### src/rtl/column_render_sequencer_pkg.sv
// Shared constants and state encoding for the column render sequencer.
// Defaults target a 160x120 raycast view with 3-bit colour.
package column_render_sequencer_pkg;

  localparam int DEF_SCREEN_W     = 160;
  localparam int DEF_SCREEN_H     = 120;
  localparam int DEF_CALC_TIMEOUT = 1023;

  localparam int COL_W = 8;
  localparam int ROW_W = 7;
  localparam int CLR_W = 3;

  localparam logic [CLR_W-1:0] DEF_CEIL_COL  = 3'b001;
  localparam logic [CLR_W-1:0] DEF_WALL_COL  = 3'b110;
  localparam logic [CLR_W-1:0] DEF_FLOOR_COL = 3'b010;

  typedef enum logic [2:0] {
    S_IDLE,
    S_REQ,
    S_WAIT_CALC,
    S_LATCH,
    S_DRAW,
    S_NEXT,
    S_DONE
  } state_t;

endpackage

### src/rtl/column_render_sequencer_if.sv
// Slice-calculator request port plus VGA plot port.
// master = sequencer, slave = calculator/adapter side.
interface column_render_sequencer_if;
  import column_render_sequencer_pkg::*;

  logic [COL_W-1:0] column_count;
  logic             begin_calc;
  logic             end_calc;
  logic [ROW_W-1:0] slice_size;
  logic [COL_W-1:0] x;
  logic [ROW_W-1:0] y;
  logic [CLR_W-1:0] colour;
  logic             plot;

  modport master (
    output column_count, begin_calc,
    output x, y, colour, plot,
    input  end_calc, slice_size
  );

  modport slave (
    input  column_count, begin_calc,
    input  x, y, colour, plot,
    output end_calc, slice_size
  );

endinterface

### src/rtl/column_render_sequencer_slice_span.sv
// Clamps a slice height to the screen and centres it vertically.
// Pure combinational; shared with the later shaded renderers.
module slice_span_calc
  import column_render_sequencer_pkg::*;
#(
  parameter int SCREEN_H = DEF_SCREEN_H
) (
  input  logic [ROW_W-1:0] slice_size,
  output logic [ROW_W-1:0] size,
  output logic [7:0]       top,
  output logic [7:0]       bot
);

  localparam logic [7:0] H8 = 8'(SCREEN_H);

  logic [7:0] size8;

  // clamp the requested height to the column height
  always_comb begin
    size8 = {1'b0, slice_size};
    if (size8 > H8) size8 = H8;
  end

  assign size = size8[ROW_W-1:0];
  assign top  = (H8 - size8) >> 1;
  assign bot  = top + size8;

endmodule

### src/rtl/column_render_sequencer.sv
// Frame sweep: request a slice per column, then plot it top to bottom.
// All pins are registered; plot lags the DRAW state by one cycle.
module column_render_sequencer
  import column_render_sequencer_pkg::*;
#(
  parameter int SCREEN_W              = DEF_SCREEN_W,
  parameter int SCREEN_H              = DEF_SCREEN_H,
  parameter int CALC_TIMEOUT          = DEF_CALC_TIMEOUT,
  parameter logic [CLR_W-1:0] CEIL_C  = DEF_CEIL_COL,
  parameter logic [CLR_W-1:0] WALL_C  = DEF_WALL_COL,
  parameter logic [CLR_W-1:0] FLOOR_C = DEF_FLOOR_COL
) (
  input  logic                       clock,
  input  logic                       resetn,
  input  logic                       start_frame,
  column_render_sequencer_if.master  bus,
  output logic                       busy,
  output logic                       frame_done,
  output logic                       calc_timeout
);

  localparam int WDW = $clog2(CALC_TIMEOUT + 1);
  localparam logic [WDW-1:0]   WD_MAX   = WDW'(CALC_TIMEOUT);
  localparam logic [COL_W-1:0] LAST_COL = COL_W'(SCREEN_W - 1);
  localparam logic [ROW_W-1:0] LAST_ROW = ROW_W'(SCREEN_H - 1);

  state_t           state;
  logic [COL_W-1:0] col;
  logic [ROW_W-1:0] row;
  logic [WDW-1:0]   wdog;
  logic [7:0]       top_q;
  logic [7:0]       bot_q;

  logic [ROW_W-1:0] span_in;
  logic [ROW_W-1:0] unused_span_size;
  logic [7:0]       span_top;
  logic [7:0]       span_bot;
  logic [7:0]       row_ext;
  logic [CLR_W-1:0] pix_colour;

  // outside LATCH the span sees 0, which is the timeout column shape
  assign span_in = (state == S_LATCH) ? bus.slice_size : '0;
  assign row_ext = {1'b0, row};
  assign bus.column_count = col;

  slice_span_calc #(
    .SCREEN_H (SCREEN_H)
  ) u_span (
    .slice_size (span_in),
    .size       (unused_span_size),
    .top        (span_top),
    .bot        (span_bot)
  );

  // pick the band colour for the row being drawn
  always_comb begin
    pix_colour = FLOOR_C;
    unique case (1'b1)
      (row_ext < top_q):                     pix_colour = CEIL_C;
      (row_ext >= top_q && row_ext < bot_q): pix_colour = WALL_C;
      (row_ext >= bot_q):                    pix_colour = FLOOR_C;
    endcase
  end

  // sequencer FSM with counters, watchdog and registered pins
  always_ff @(posedge clock) begin
    if (!resetn) begin
      state          <= S_IDLE;
      col            <= '0;
      row            <= '0;
      wdog           <= '0;
      top_q          <= '0;
      bot_q          <= '0;
      bus.begin_calc <= 1'b0;
      bus.plot       <= 1'b0;
      bus.x          <= '0;
      bus.y          <= '0;
      bus.colour     <= '0;
      busy           <= 1'b0;
      frame_done     <= 1'b0;
      calc_timeout   <= 1'b0;
    end else begin
      bus.begin_calc <= 1'b0;
      bus.plot       <= 1'b0;
      frame_done     <= 1'b0;
      unique case (state)
        S_IDLE: begin
          if (start_frame) begin
            col            <= '0;
            wdog           <= '0;
            calc_timeout   <= 1'b0;
            busy           <= 1'b1;
            bus.begin_calc <= 1'b1;
            state          <= S_REQ;
          end
        end
        S_REQ, S_WAIT_CALC: begin
          if (wdog == WD_MAX) begin
            calc_timeout <= 1'b1;
            top_q        <= span_top;
            bot_q        <= span_bot;
            row          <= '0;
            state        <= S_DRAW;
          end else begin
            wdog <= wdog + 1'b1;
            if (state == S_REQ) begin
              if (!bus.end_calc) state <= S_WAIT_CALC;
              else bus.begin_calc <= 1'b1;
            end else if (bus.end_calc) begin
              state <= S_LATCH;
            end
          end
        end
        S_LATCH: begin
          top_q <= span_top;
          bot_q <= span_bot;
          row   <= '0;
          state <= S_DRAW;
        end
        S_DRAW: begin
          bus.plot   <= 1'b1;
          bus.x      <= col;
          bus.y      <= row;
          bus.colour <= pix_colour;
          if (row == LAST_ROW) state <= S_NEXT;
          else row <= row + 7'd1;
        end
        S_NEXT: begin
          if (col == LAST_COL) begin
            frame_done <= 1'b1;
            state      <= S_DONE;
          end else begin
            col            <= col + 8'd1;
            wdog           <= '0;
            bus.begin_calc <= 1'b1;
            state          <= S_REQ;
          end
        end
        S_DONE: begin
          busy  <= 1'b0;
          state <= S_IDLE;
        end
        default: state <= S_IDLE;
      endcase
    end
  end

endmodule

### src/flat_wrapper.sv
// flat-port wrapper written by rule: the top's interface ports become plain ports
module column_render_sequencer_flat import column_render_sequencer_pkg::*;
#(
  parameter int SCREEN_W              = DEF_SCREEN_W,
  parameter int SCREEN_H              = DEF_SCREEN_H,
  parameter int CALC_TIMEOUT          = DEF_CALC_TIMEOUT,
  parameter logic [CLR_W-1:0] CEIL_C  = DEF_CEIL_COL,
  parameter logic [CLR_W-1:0] WALL_C  = DEF_WALL_COL,
  parameter logic [CLR_W-1:0] FLOOR_C = DEF_FLOOR_COL
)
  (clock, resetn, start_frame, busy, frame_done, calc_timeout, bus_column_count, bus_begin_calc, bus_x, bus_y, bus_colour, bus_plot, bus_end_calc, bus_slice_size);
  column_render_sequencer_if bus_i ();
  input  logic clock;
  input  logic resetn;
  input  logic start_frame;
  output logic busy;
  output logic frame_done;
  output logic calc_timeout;
  output wire logic [$bits(bus_i.column_count)-1:0] bus_column_count;
  output wire logic [$bits(bus_i.begin_calc)-1:0] bus_begin_calc;
  output wire logic [$bits(bus_i.x)-1:0] bus_x;
  output wire logic [$bits(bus_i.y)-1:0] bus_y;
  output wire logic [$bits(bus_i.colour)-1:0] bus_colour;
  output wire logic [$bits(bus_i.plot)-1:0] bus_plot;
  input wire logic [$bits(bus_i.end_calc)-1:0] bus_end_calc;
  input wire logic [$bits(bus_i.slice_size)-1:0] bus_slice_size;
  assign bus_column_count = bus_i.column_count;
  assign bus_begin_calc = bus_i.begin_calc;
  assign bus_x = bus_i.x;
  assign bus_y = bus_i.y;
  assign bus_colour = bus_i.colour;
  assign bus_plot = bus_i.plot;
  assign bus_i.end_calc = bus_end_calc;
  assign bus_i.slice_size = bus_slice_size;
  column_render_sequencer #(.SCREEN_W(SCREEN_W), .SCREEN_H(SCREEN_H), .CALC_TIMEOUT(CALC_TIMEOUT), .CEIL_C(CEIL_C), .WALL_C(WALL_C), .FLOOR_C(FLOOR_C)) u_core (.clock(clock), .resetn(resetn), .start_frame(start_frame), .bus(bus_i), .busy(busy), .frame_done(frame_done), .calc_timeout(calc_timeout));
endmodule
### config.mk
export PLATFORM = sky130hd
export DESIGN_NAME = column_render_sequencer_flat
export DESIGN_NICKNAME = d
export VERILOG_FILES = /design/src/rtl/column_render_sequencer_pkg.sv /design/src/rtl/column_render_sequencer_if.sv /design/src/rtl/column_render_sequencer_slice_span.sv /design/src/rtl/column_render_sequencer.sv /design/src/flat_wrapper.sv
export SDC_FILE = /design/constraint.sdc
export NUM_CORES = 1
export LEC_CHECK = 0
export CORE_MARGIN = 2
export CORE_UTILIZATION = 45
export CTS_CLUSTER_DIAMETER = 40
export DETAILED_ROUTE_END_ITERATION = 16
export PLACE_DENSITY = 0.66
export SLEW_MARGIN = 20
export SYNTH_ARGS = -nofsm -noshare
export SYNTH_HDL_FRONTEND = slang
export SYNTH_HIERARCHICAL = 1
export SYNTH_SLANG_ARGS = --single-unit
### constraint.sdc
create_clock -name clock -period 8.1 [get_ports clock]
set_input_delay 0.81 -clock clock [delete_from_list [all_inputs] [get_ports clock]]
set_output_delay 0.81 -clock clock [all_outputs]
set_load 0.005 [all_outputs]
==> results of run 1 <==
## state kept, by name, summed over array words and instances (netlist names)
name	flops
u_core/wdog	10
u_core/bot_q	8
u_core/bus.column_count	8
u_core/bus.x	8
u_core/top_q	8
u_core/bus.y	7
u_core/row	7
u_core/bus.colour	3
u_core/state	3
u_core/bus.begin_calc	1
u_core/bus.plot	1
u_core/busy	1
u_core/calc_timeout	1
u_core/frame_done	1
## worst max-delay path: stages (launching register included)
cell and delay (ns):
dfxtp_1 0.71, nand2_1 0.16, nor2_1 0.52, and2_1 0.44
nand4_1 0.25, nand2_1 0.18, ha_1 0.26, inv_1 0.11
o21ai_0 0.24, xor2_1 0.12, ha_1 0.32, nand3_1 0.11
a2111oi_4 0.39, o31ai_1 0.14, a21boi_1 0.14, nand2_1 0.06
a21oi_1 0.06
## per-layer routing
layer  vias up  track usage  part of all wire
li1       1696            -                 -
met1      1573        0.245              0.46
met3         6       0.0431             0.037
met4         0       0.0655            0.0088
met5         -            0                 0
met2        65        0.349              0.49
## path summary, 6_finish.rpt
| path | from | end | slack [ns] | cells past startpoint |
|---|---|---|---|---|
| worst min register to register | u_core/bus.x[0]$_SDFFE_PN0P_ | u_core/bus.x[0]$_SDFFE_PN0P_ | 0.45 | 2 |
| worst min-delay path | u_core/bus.x[0]$_SDFFE_PN0P_ | u_core/bus.x[0]$_SDFFE_PN0P_ | 0.45 | 2 |
| worst max-delay path | u_core/state[1]$_SDFFE_PN0P_ | u_core/bot_q[6]$_SDFFE_PN0P_ | 3.73 | 16 |
| worst max register to register | u_core/state[1]$_SDFFE_PN0P_ | u_core/bot_q[6]$_SDFFE_PN0P_ | 3.73 | 16 |
## where the power goes
group          leakage [nW]  internal (W)  switching (W)
combinational         0.915     0.0000983       0.000147
sequential            0.541      0.000352      0.0000332
clock                0.0950      0.000141       0.000130
## through the flow
stage          worst slack, ns  hold slack [ns]
2_1_floorplan             4.76            0.436
4_1_cts                   3.75            0.457
3_3_place_gp              4.00            0.445
3_5_place_dp              3.78            0.448
5_1_grt                   3.36            0.483
6_report                  3.73            0.454
## final cells by class
class / count / share of cell area
clock buffer: 9 / 0.0283
sequential: 67 / 0.306
tap: 105 / 0.0300
inverter: 23 / 0.0197
timing repair buffer: 43 / 0.0971
clock inverter: 7 / 0.0157
multi-input combinational: 352 / 0.503
## cells in the final DEF (no fill, tap or decap), types with 3 or more instances in the layout
cell and n:
xnor2_1 7, clkdlybuf4s50_1 41, nand3b_1 3, clkinv_2 3
inv_1 22, a21o_1 3, xor2_1 14, o211ai_1 3
a211oi_1 6, o21ai_0 18, nand4b_1 3, nor3_1 6
nand3_1 8, and3_1 5, ha_1 23, nand4_1 4
o2111ai_1 4, nor2_1 40, clkbuf_8 9, nand2b_1 4
and2_1 9, nand2_1 82, or3_1 4, conb_1 3
dfxtp_1 67, o31ai_1 8, o21a_1 3, mux2i_1 3
a21oi_1 44
==> results.ini, run 1 <==
[synth]
ys_warn_count = 6
synth_cells = 474
netlist_area_um2 = 3790
syn_area_per_cell_um2 = 7.99

[sta]
slew_viol_final = 0
hold_viol = 0
final.period_utilization = 0.539
finalSetupViolCount = 0
tightest_slew_ns = 1.11
slew_headroom = 0.261
fin_crit_ns = 4.37
fin_skew_ns = 0.00897
rsz0062_at_grt = no
max_freq_mhz = 229
final.setup.tns_ns = 0

[grt]
grt_overflow = 0
antenna_found_initial = 0
grt_max_degree = 47
track_usage = 0.200
first_global_vias = 3100
grt_pass1_wl_um = 14400

[routing]
first_pass_iters = 4
drtAntennaViolNets = 0
num_vias = 3340
initialDrtViolationCount = 187
drt-total-wl_um = 8460
drc_errors = 0
vias_per_cell = 5.51
wl_per_cell_um = 14.0

[clocking]
holdBufCountCts = 0
ctsResizeCount = 0
clock_latency_ns = 0.34
cts_setup_buffers = 0
numCtsBuffers = 9
path_clk_slew_ns = 0.07
clockRootBuffer = clkbuf_8
cts_tree = built
clock_sinks = 67
cts_max_path_buffers = 2
ctsHtreeMaxLevel = 3

[critical_path]
start_kind = flop
criticalPathCategory = flop to flop
cp-end-kind = flop
cp.required_ns = 8.28
critPathArrivalTime_ns = 4.55
worst-path-max-fanout = 16

[die]
io_pins = 42
core.rowCount = 33
die_w_um = 95.8
die_h_um = 95.8
die_area_um2 = 9170
start_util = 0.463
core_area_um2 = 8180

[power]
p_leak_nw = 1.55
peakVddDrop_v = 0.000105
power_density_nw_per_um2 = 206
finalPower_w = 0.000901

[final_layout]
finalNonFillerCells = 606
multi_input_area_um2 = 2200
area_growth_pct = 15.6
drive_gt1_frac = 0.0659
regArea_um2 = 1340
layout.nets = 530
n_antenna_cell = 0
n_fill_cell = 798
fin_area_um2 = 4380
utilization = 0.536

[placement]
dp.cells = 590
placed_area_um2 = 4190
numPortBuffers = 41
gp_congestion = 0.948
place_hpwl_um = 6110

[run_status]
outcome = completed

[flow_run]
drv_cap = 0

[worst_hold_path]
hold_path_class = flop to flop

Power figures use the tool's default switching activity.
==> inputs of run 2 (changes only) <==
- clock period: 8.1 -> 4.5 ns (I/O delays scaled with it)
==> run 2 against run 1 <==
Sequential share of layout area down 0.55 points; via count is 0.12% higher; die area unchanged; hold slack improved by 0.0012 ns; clock power grew 130%; first-iteration DRC count up 1.1%; sequential cell count unchanged; worst setup slack lost 3.3 ns; register-to-register slack worse by 3.3 ns; count of clock-buffer cells in the layout stayed put; design area grew 1.8%; sequential power grew 76%; critical path type unchanged.
==> results.ini, run 2 (synthesis gave the netlist of run 1 again) <==
[sta]
hold_ws_ns = 0.456  ; +0.00118 ns
slew_headroom = 0.445  ; +0.183
finalSetupViolCount = 0  ; unchanged
slew_viol_final = 0  ; unchanged
tightest_slew_ns = 0.829  ; -0.277 ns
max_freq_mhz = 245  ; +6.9%
fin_skew_ns = 0.0155  ; +0.00657 ns
fin_ws_ns = 0.417  ; -3.32 ns
final.setup.tns_ns = 0  ; unchanged
rsz0062_at_grt = no
hold_viol = 0  ; unchanged
fin_crit_ns = 4.08  ; -0.283 ns
final.period_utilization = 0.907  ; +0.368

[grt]
antenna_found_initial = 0  ; unchanged
first_global_vias = 3235  ; +4.4%
met2_usage = 0.371  ; +0.0216
met1_usage = 0.239  ; -0.00572
use_met3 = 0.0525  ; +0.00940
track_usage = 0.206  ; +0.00627
busiest_layer = met2
grt_max_degree = 47  ; unchanged
grt_pass1_wl_um = 14700  ; +2.1%
grt_overflow = 0  ; unchanged

[routing]
drc_errors = 0  ; unchanged
vias_per_cell = 5.49  ; -0.37%
wl_per_cell_um = 14.4  ; +3.5%
first_pass_iters = 4  ; unchanged
initialDrtViolationCount = 189  ; +1.1%
num_vias = 3344  ; +0.12%
drtAntennaViolNets = 0  ; unchanged
drt-total-wl_um = 8800  ; +4.0%

[final_layout]
area_growth_pct = 17.7
utilization = 0.546  ; +0.00979
multi_input_area_um2 = 2210  ; +0.11%
n_antenna_cell = 0  ; unchanged
final_common_cell = nand2_1
regMostFlops = u_core/wdog
n_fill_cell = 799  ; +0.13%
regArea_um2 = 1340  ; unchanged
drive_gt1_frac = 0.0734  ; +0.00754
layout.nets = 533  ; +0.57%
layout.cells.most_common_list = 82 x nand2_1, 67 x dfxtp_1, 44 x a21oi_1
largest_register_ffs = 10  ; unchanged

[critical_path]
worst-path-max-fanout = 16  ; unchanged
rr_startpoint = u_core/state[0]$_SDFFE_PN0P_
critPathArrivalTime_ns = 4.27  ; -0.28 ns
cp.required_ns = 4.69  ; -3.59 ns
cp-end-kind = flop
start_kind = flop
rrSetupSlack_ns = 0.42  ; -3.32 ns
criticalPathCategory = flop to flop
crit_start = u_core/state[0]$_SDFFE_PN0P_

[die]
io_pins = 42  ; unchanged
core_area_um2 = 8180  ; unchanged
die_area_um2 = 9170  ; unchanged
die_w_um = 95.8  ; unchanged
core.rowCount = 33  ; unchanged
die_h_um = 95.8  ; unchanged
start_util = 0.463  ; unchanged

[clocking]
numCtsBuffers = 9  ; unchanged
cts_tree = built
cts_max_path_buffers = 2  ; unchanged
clock_latency_ns = 0.35  ; about the same
clock_sinks = 67  ; unchanged
holdBufCountCts = 0  ; unchanged
clockRootBuffer = clkbuf_8
ctsHtreeMaxLevel = 3  ; unchanged
path_clk_slew_ns = 0.08  ; about the same

[power]
finalPower_w = 0.00177  ; +96%
p_leak_nw = 1.59  ; +2.6%
power_density_nw_per_um2 = 397  ; +93%
peakVddDrop_v = 0.000150  ; +43%

[placement]
place_hpwl_um = 6300  ; +3.1%
pre_cts_ws_ns = 0.313  ; -3.47 ns
numPortBuffers = 41  ; unchanged
gp_congestion = 0.889  ; -6.2%

[run_status]
outcome = completed

[worst_hold_path]
hold_path_class = flop to flop
hold_path.startpoint = u_core/bus.y[3]$_SDFFE_PN0P_

[flow_run]
drv_cap = 0  ; unchanged

==> run 2: worst max-delay path, stage by stage (launching register included) <==
cell	delay (ns)
dfxtp_1	0.64
nand2_1	0.16
nor2_2	0.33
and2_1	0.38
nand4_1	0.27
nand2_1	0.18
ha_1	0.26
inv_1	0.12
o21ai_0	0.22
xor2_1	0.12
ha_1	0.33
nand3_1	0.11
a2111oi_4	0.41
o31ai_1	0.14
a21boi_1	0.14
nand2_1	0.06
a21oi_1	0.06
==> run 2: metrics by stage <==
step	std cells	area [um2]
after floorplan	476	3800
after global placement	593	4210
after detailed placement	593	4210
after CTS	609	4460
after global routing	609	4460
final	609	4460
==> run 2: worst paths after layout <==
| path | end | depth (start not counted) |
|---|---|---|
| hold reg to reg | u_core/bus.y[3]$_SDFFE_PN0P_ | 2 |
| setup / recovery | u_core/bot_q[6]$_SDFFE_PN0P_ | 16 |
| setup reg to reg | u_core/bot_q[6]$_SDFFE_PN0P_ | 16 |
| hold / removal | u_core/bus.y[3]$_SDFFE_PN0P_ | 2 |
==> run 2: where the power goes <==
part	total (W)	switching (W)	internal [W]	leakage [nW]
registers	0.000677	0.0000438	0.000633	0.541
clock network	0.000621	0.000249	0.000372	0.120
logic	0.000472	0.000284	0.000188	0.930
total	0.00177	0.000577	0.00119	1.59
==> run 2: final cells by class <==
class                      instances  area share
clock buffer                       9      0.0278
clock inverter                     7      0.0278
inverter                          23      0.0194
multi-input combinational        352       0.495
sequential                        67       0.301
tap                              105      0.0295
timing repair buffer              46       0.100
==> run 2: what timing repair did <==
item | in CTS | in global routing
setup buffers | 0 | 0
gates resized for setup | 0 | 1
endpoints found under the setup margin | 0 | 3
==> run 2: routing by layer <==
metal	vias to the layer above	wire length [um]
met5	-	0
met4	0	166
met3	13	354
met2	82	4230
met1	1556	4050
li1	1693	-
==> inputs of run 3 (changes only) <==
- SKIP_LAST_GASP: default -> 1
==> results of run 3 <==
No change in the layout: final DEF, timing and power equal those of run 2.
==> patch 1 (flow settings as in run 2) <==
Set the package constant `DEF_CALC_TIMEOUT` to 2046 (it was 1023).
--- a/src/rtl/column_render_sequencer_pkg.sv
+++ b/src/rtl/column_render_sequencer_pkg.sv
@@ -5,5 +5,5 @@
   localparam int DEF_SCREEN_W     = 160;
   localparam int DEF_SCREEN_H     = 120;
-  localparam int DEF_CALC_TIMEOUT = 1023;
+  localparam int DEF_CALC_TIMEOUT = 2046;
 
   localparam int COL_W = 8;
Formal check against the unedited RTL: no difference found for any inputs over 10 cycles, from zero or initial values and one cycle with resetn low; that may be too few to reach the edited logic, so the function may still have changed.
==> patch 1 against run 2 <==
First-iteration DRC count decreased by 55%. Cell area increased by 0.62%. Worst hold slack better by 0.0018 ns. Synthesized cell count shrank 1.5%. Sequential cell count rose by 1. Critical path depth is the same. Power shrank 6.9%. Area after synthesis rose by 2.8%. Setup slack better by 0.0021 ns. Sequential share of layout area is 0.26 points higher. Routed wire length decreased by 3.5%. Critical endpoint unchanged. Largest cell class unchanged.
==> patch 1: results (changes against run 2) <==
[global_route]
met3_usage_pct = 4.986  ; -0.26 points
grt_first_pass_wirelength_mm = 14.60  ; -0.89%
use_met2_pct = 32.64  ; -4.4 points
grt_pass1_vias = 3149  ; -2.7%
met1_usage_pct = 22.67  ; -1.2 points

[route]
routed_via_density = 5.496  ; about the same
m1WireLength_mm = 3.987  ; -1.5%
wl_mm = 8.488  ; -3.5%
wl_met2_mm = 4.147  ; -1.9%
drt_iter0_markers = 85  ; -55%
wl_met3_um = 258  ; -27%

[timing]
clock_skew_ns = 0.01026  ; -0.005284 ns
slew_headroom_pct = 36.50  ; -8.0 points
layout_min_cycle_time_ns = 4.081  ; -0.002083 ns

[min_path]
min_from = u_core/bus.x[4]
hold_depth = 2  ; unchanged
min_to = u_core/bus.x[4]

[power]
max-vdd-ir-drop_uv = 192.7  ; +28%
leakage_nw = 1.754  ; +10%

[placement]
post-place-ws_ns = 0.3361  ; +0.02302 ns
gp_congestion = 0.8746  ; -1.6%
dpl.hpwl_mm = 6.287  ; -0.19%

[cells_and_area]
clk_share_pct = 4.042  ; -1.5 points
bufAreaShareNonClock_pct = 9.479  ; -0.56 points
drive_above_1_share_pct = 7.200  ; -0.14 points
nonClockInverterCount = 25  ; +8.7%
n_all_buffers = 43  ; -6.5%
largest_reg_flops = 11  ; +1
multi_input_area_share_pct = 51.13  ; +1.7 points
fillers = 788  ; -1.4%
seq_area_um2 = 1361  ; +1.5%

[outcome]
status = finished, final reports clean

[critical_path]
critPathMaxFanout = 13  ; -3

[clock_network]
cts_sinks = 68  ; +1.5%

==> patch 1: power by group <==
group	internal, W	switching [W]
clock	0.000251	0.000220
combinational	0.000193	0.000285
sequential	0.000644	0.0000534
total	0.00109	0.000559
==> patch 1: timing repair <==
action                                  in CTS  in global routing
resized for setup                            0                  2
buffers inserted                             0                  0
endpoints found under the setup margin       0                  2
==> patch 1: through the flow <==
| stage | util (%) | total power, W | instance area (µm²) | std cells |
|---|---|---|---|---|
| 6_report | 54.08 | 0.001647 | 4488 | 605 |
| 4_1_cts | 54.03 | 0.001663 | 4484 | 605 |
| 5_1_grt | 54.08 | 0.001758 | 4488 | 605 |
| 3_5_place_dp | 51.85 | 0.001189 | 4303 | 590 |
| 3_3_place_gp | 51.85 | 0.001179 | 4303 | 590 |
| 2_1_floorplan | - | 0.001108 | 3901 | 469 |
==> patch 2 (flow settings as in run 2) <==
Without the edit above. Put one more register stage on the output `frame_done`. The value now appears one clock later. The other outputs are not delayed to match.
--- a/src/rtl/column_render_sequencer.sv
+++ b/src/rtl/column_render_sequencer.sv
@@ -24,4 +24,6 @@
   localparam logic [COL_W-1:0] LAST_COL = COL_W'(SCREEN_W - 1);
   localparam logic [ROW_W-1:0] LAST_ROW = ROW_W'(SCREEN_H - 1);
+
+  logic frame_done_s0;
 
   state_t           state;
@@ -78,10 +80,10 @@
       bus.colour     <= '0;
       busy           <= 1'b0;
-      frame_done     <= 1'b0;
+      frame_done_s0  <= 1'b0;
       calc_timeout   <= 1'b0;
     end else begin
       bus.begin_calc <= 1'b0;
       bus.plot       <= 1'b0;
-      frame_done     <= 1'b0;
+      frame_done_s0  <= 1'b0;
       unique case (state)
         S_IDLE: begin
@@ -128,5 +130,5 @@
         S_NEXT: begin
           if (col == LAST_COL) begin
-            frame_done <= 1'b1;
+            frame_done_s0 <= 1'b1;
             state      <= S_DONE;
           end else begin
@@ -146,4 +148,8 @@
   end
 
+  always_ff @(posedge clock) begin
+    frame_done <= frame_done_s0;
+  end
+
 endmodule
 
Check against the original RTL: same outputs for any inputs over 10 cycles, from zero or initial values and one cycle with resetn low; that may be too few to reach the edited logic, so the function may still have changed.
==> patch 2 against run 2 <==
Sequential share of layout area increased by 0.34 points. Setup slack gained 0.038 ns. Routed wire length fell by 3.0%. Worst hold slack got worse by 0.12 ns. Sequential power shrank 1%. Sequential cell count increased by 1. Power is 0.90% higher. Clock skew down 0.011 ns. Area after synthesis rose by 0.53%. Clock power rose by 0.8%. Largest power group unchanged. Cell area increased by 0.36%. Synthesized cell count grew 0.21%. Non-clock buffer count stayed put. Die area is 0.51% higher.
==> patch 2: results (changes against run 2) <==
[power]
p_switching_w = 0.0005803  ; +0.52%
max-vdd-ir-drop_uv = 159.7  ; +6.2%
leakage_nw = 1.596  ; +0.29%

[critical_path]
timing.rr.start = u_core/state[2]
slowest_delay_ns = 0.57  ; -0.07 ns
worst_setup_path_start_kind = register
slowest_stage = nor2_1
critPathMaxFanout = 16  ; unchanged

[placement]
gp_congestion = 0.8829  ; -0.67%
portBuffers = 41  ; unchanged
post-place-ws_ns = 0.4972  ; +0.1841 ns
dpl.hpwl_mm = 6.122  ; -2.8%

[yosys]
yosys_warnings = 6  ; unchanged

[clock_network]
numCtsBuffers = 9  ; unchanged
clockBufferDepth = 2  ; unchanged
clkSlewWorstSetupHoldPaths_ns = 0.08  ; about the same
clkLatencyLatePin_ns = 0.35  ; about the same
cts_setup_buffers = 0  ; unchanged
clockRootBuffer = clkbuf_8
cts_repair_resize_count = 0  ; unchanged
h-tree-depth = 3  ; unchanged

[route]
topRoutingLayerUsed = met4
m1WireLength_mm = 4.036  ; -0.30%
drt_iter0_markers = 182  ; -3.7%
dr.pass1.iters = 4  ; unchanged
wl_met2_mm = 4.142  ; -2.0%
wl_per_cell_um = 13.99  ; -3.1%
num_vias = 3328  ; -0.48%
wl_met3_um = 260  ; -27%
drcViolationCount = 0  ; unchanged

[cells_and_area]
largest_reg_flops = 10  ; unchanged
nNetsFinal = 534  ; +0.19%
fillers = 793  ; -0.75%
regMostFlops = u_core/wdog
drive_above_1_share_pct = 7.129  ; -0.21 points
diodes = 0  ; unchanged

[min_path]
min_from = u_core/frame_done_s0
hp-class = reg2reg

[global_route]
grt_max_degree = 47  ; unchanged
track_usage_pct = 19.69  ; -0.95 points
grt_first_pass_wirelength_mm = 14.24  ; -3.3%
grt_pass1_vias = 3123  ; -3.5%
antenna_found_initial = 0  ; unchanged

[outcome]
status = finished, final reports clean

[timing]
worstMarginPinSlew_ns = 0.8151  ; -0.01356 ns
clock_skew_ns = 0.004665  ; -0.01087 ns

==> patch 2: worst paths after layout <==
check        slack (ns)           endpoint  cells after the start
max                0.45    u_core/bot_q[6]                     15
max reg2reg        0.45    u_core/bot_q[6]                     15
min                0.33  u_core/frame_done                      0
min reg2reg        0.33  u_core/frame_done                      0
==> patch 2: through the flow <==
stage	utilization, %	instances	instance area (µm²)
after floorplan	-	477	3816
after global placement	51.48	594	4230
after detailed placement	51.48	594	4230
after CTS	54.48	610	4477
after global routing	54.48	610	4477
final	54.48	610	4477
==> patch 2: critical path, delay by kind of cell, from the launching register on <==
| family | cells | cell delay [ns] |
|---|---|---|
| compound gates | 5 | 0.97 |
| flops | 1 | 0.46 |
| xor+xnor | 1 | 0.13 |
| fa+ha+maj | 2 | 0.59 |
| simple gates | 6 | 1.62 |
| buf+inv | 1 | 0.12 |
==> patch 2: power groups by stage <==
stage | logic [W] | registers, W | clock network [W]
finish | 0.000491 | 0.000669 | 0.000626
global route | 0.000550 | 0.000674 | 0.000661
CTS | 0.000491 | 0.000669 | 0.000638
detailed placement | 0.000488 | 0.000683 | 0
global placement | 0.000482 | 0.000681 | 0
floorplan | 0.000392 | 0.000674 | 0
==> patch 2: area by class of cell <==
class	instances	area share [%]
clock buffer	9	2.767
sequential	68	30.41
inverter	23	1.928
clock inverter	7	2.739
multi-input combinational	352	49.22
tap	105	2.935
timing repair buffer	46	10.01
==> patch 2: layer usage <==
| layer | up-vias | track usage (%) |
|---|---|---|
| li1 | 1700 | - |
| met1 | 1567 | 23.73 |
| met2 | 51 | 35.30 |
| met3 | 10 | 4.072 |
| met4 | 0 | 5.357 |
| met5 | - | 0 |
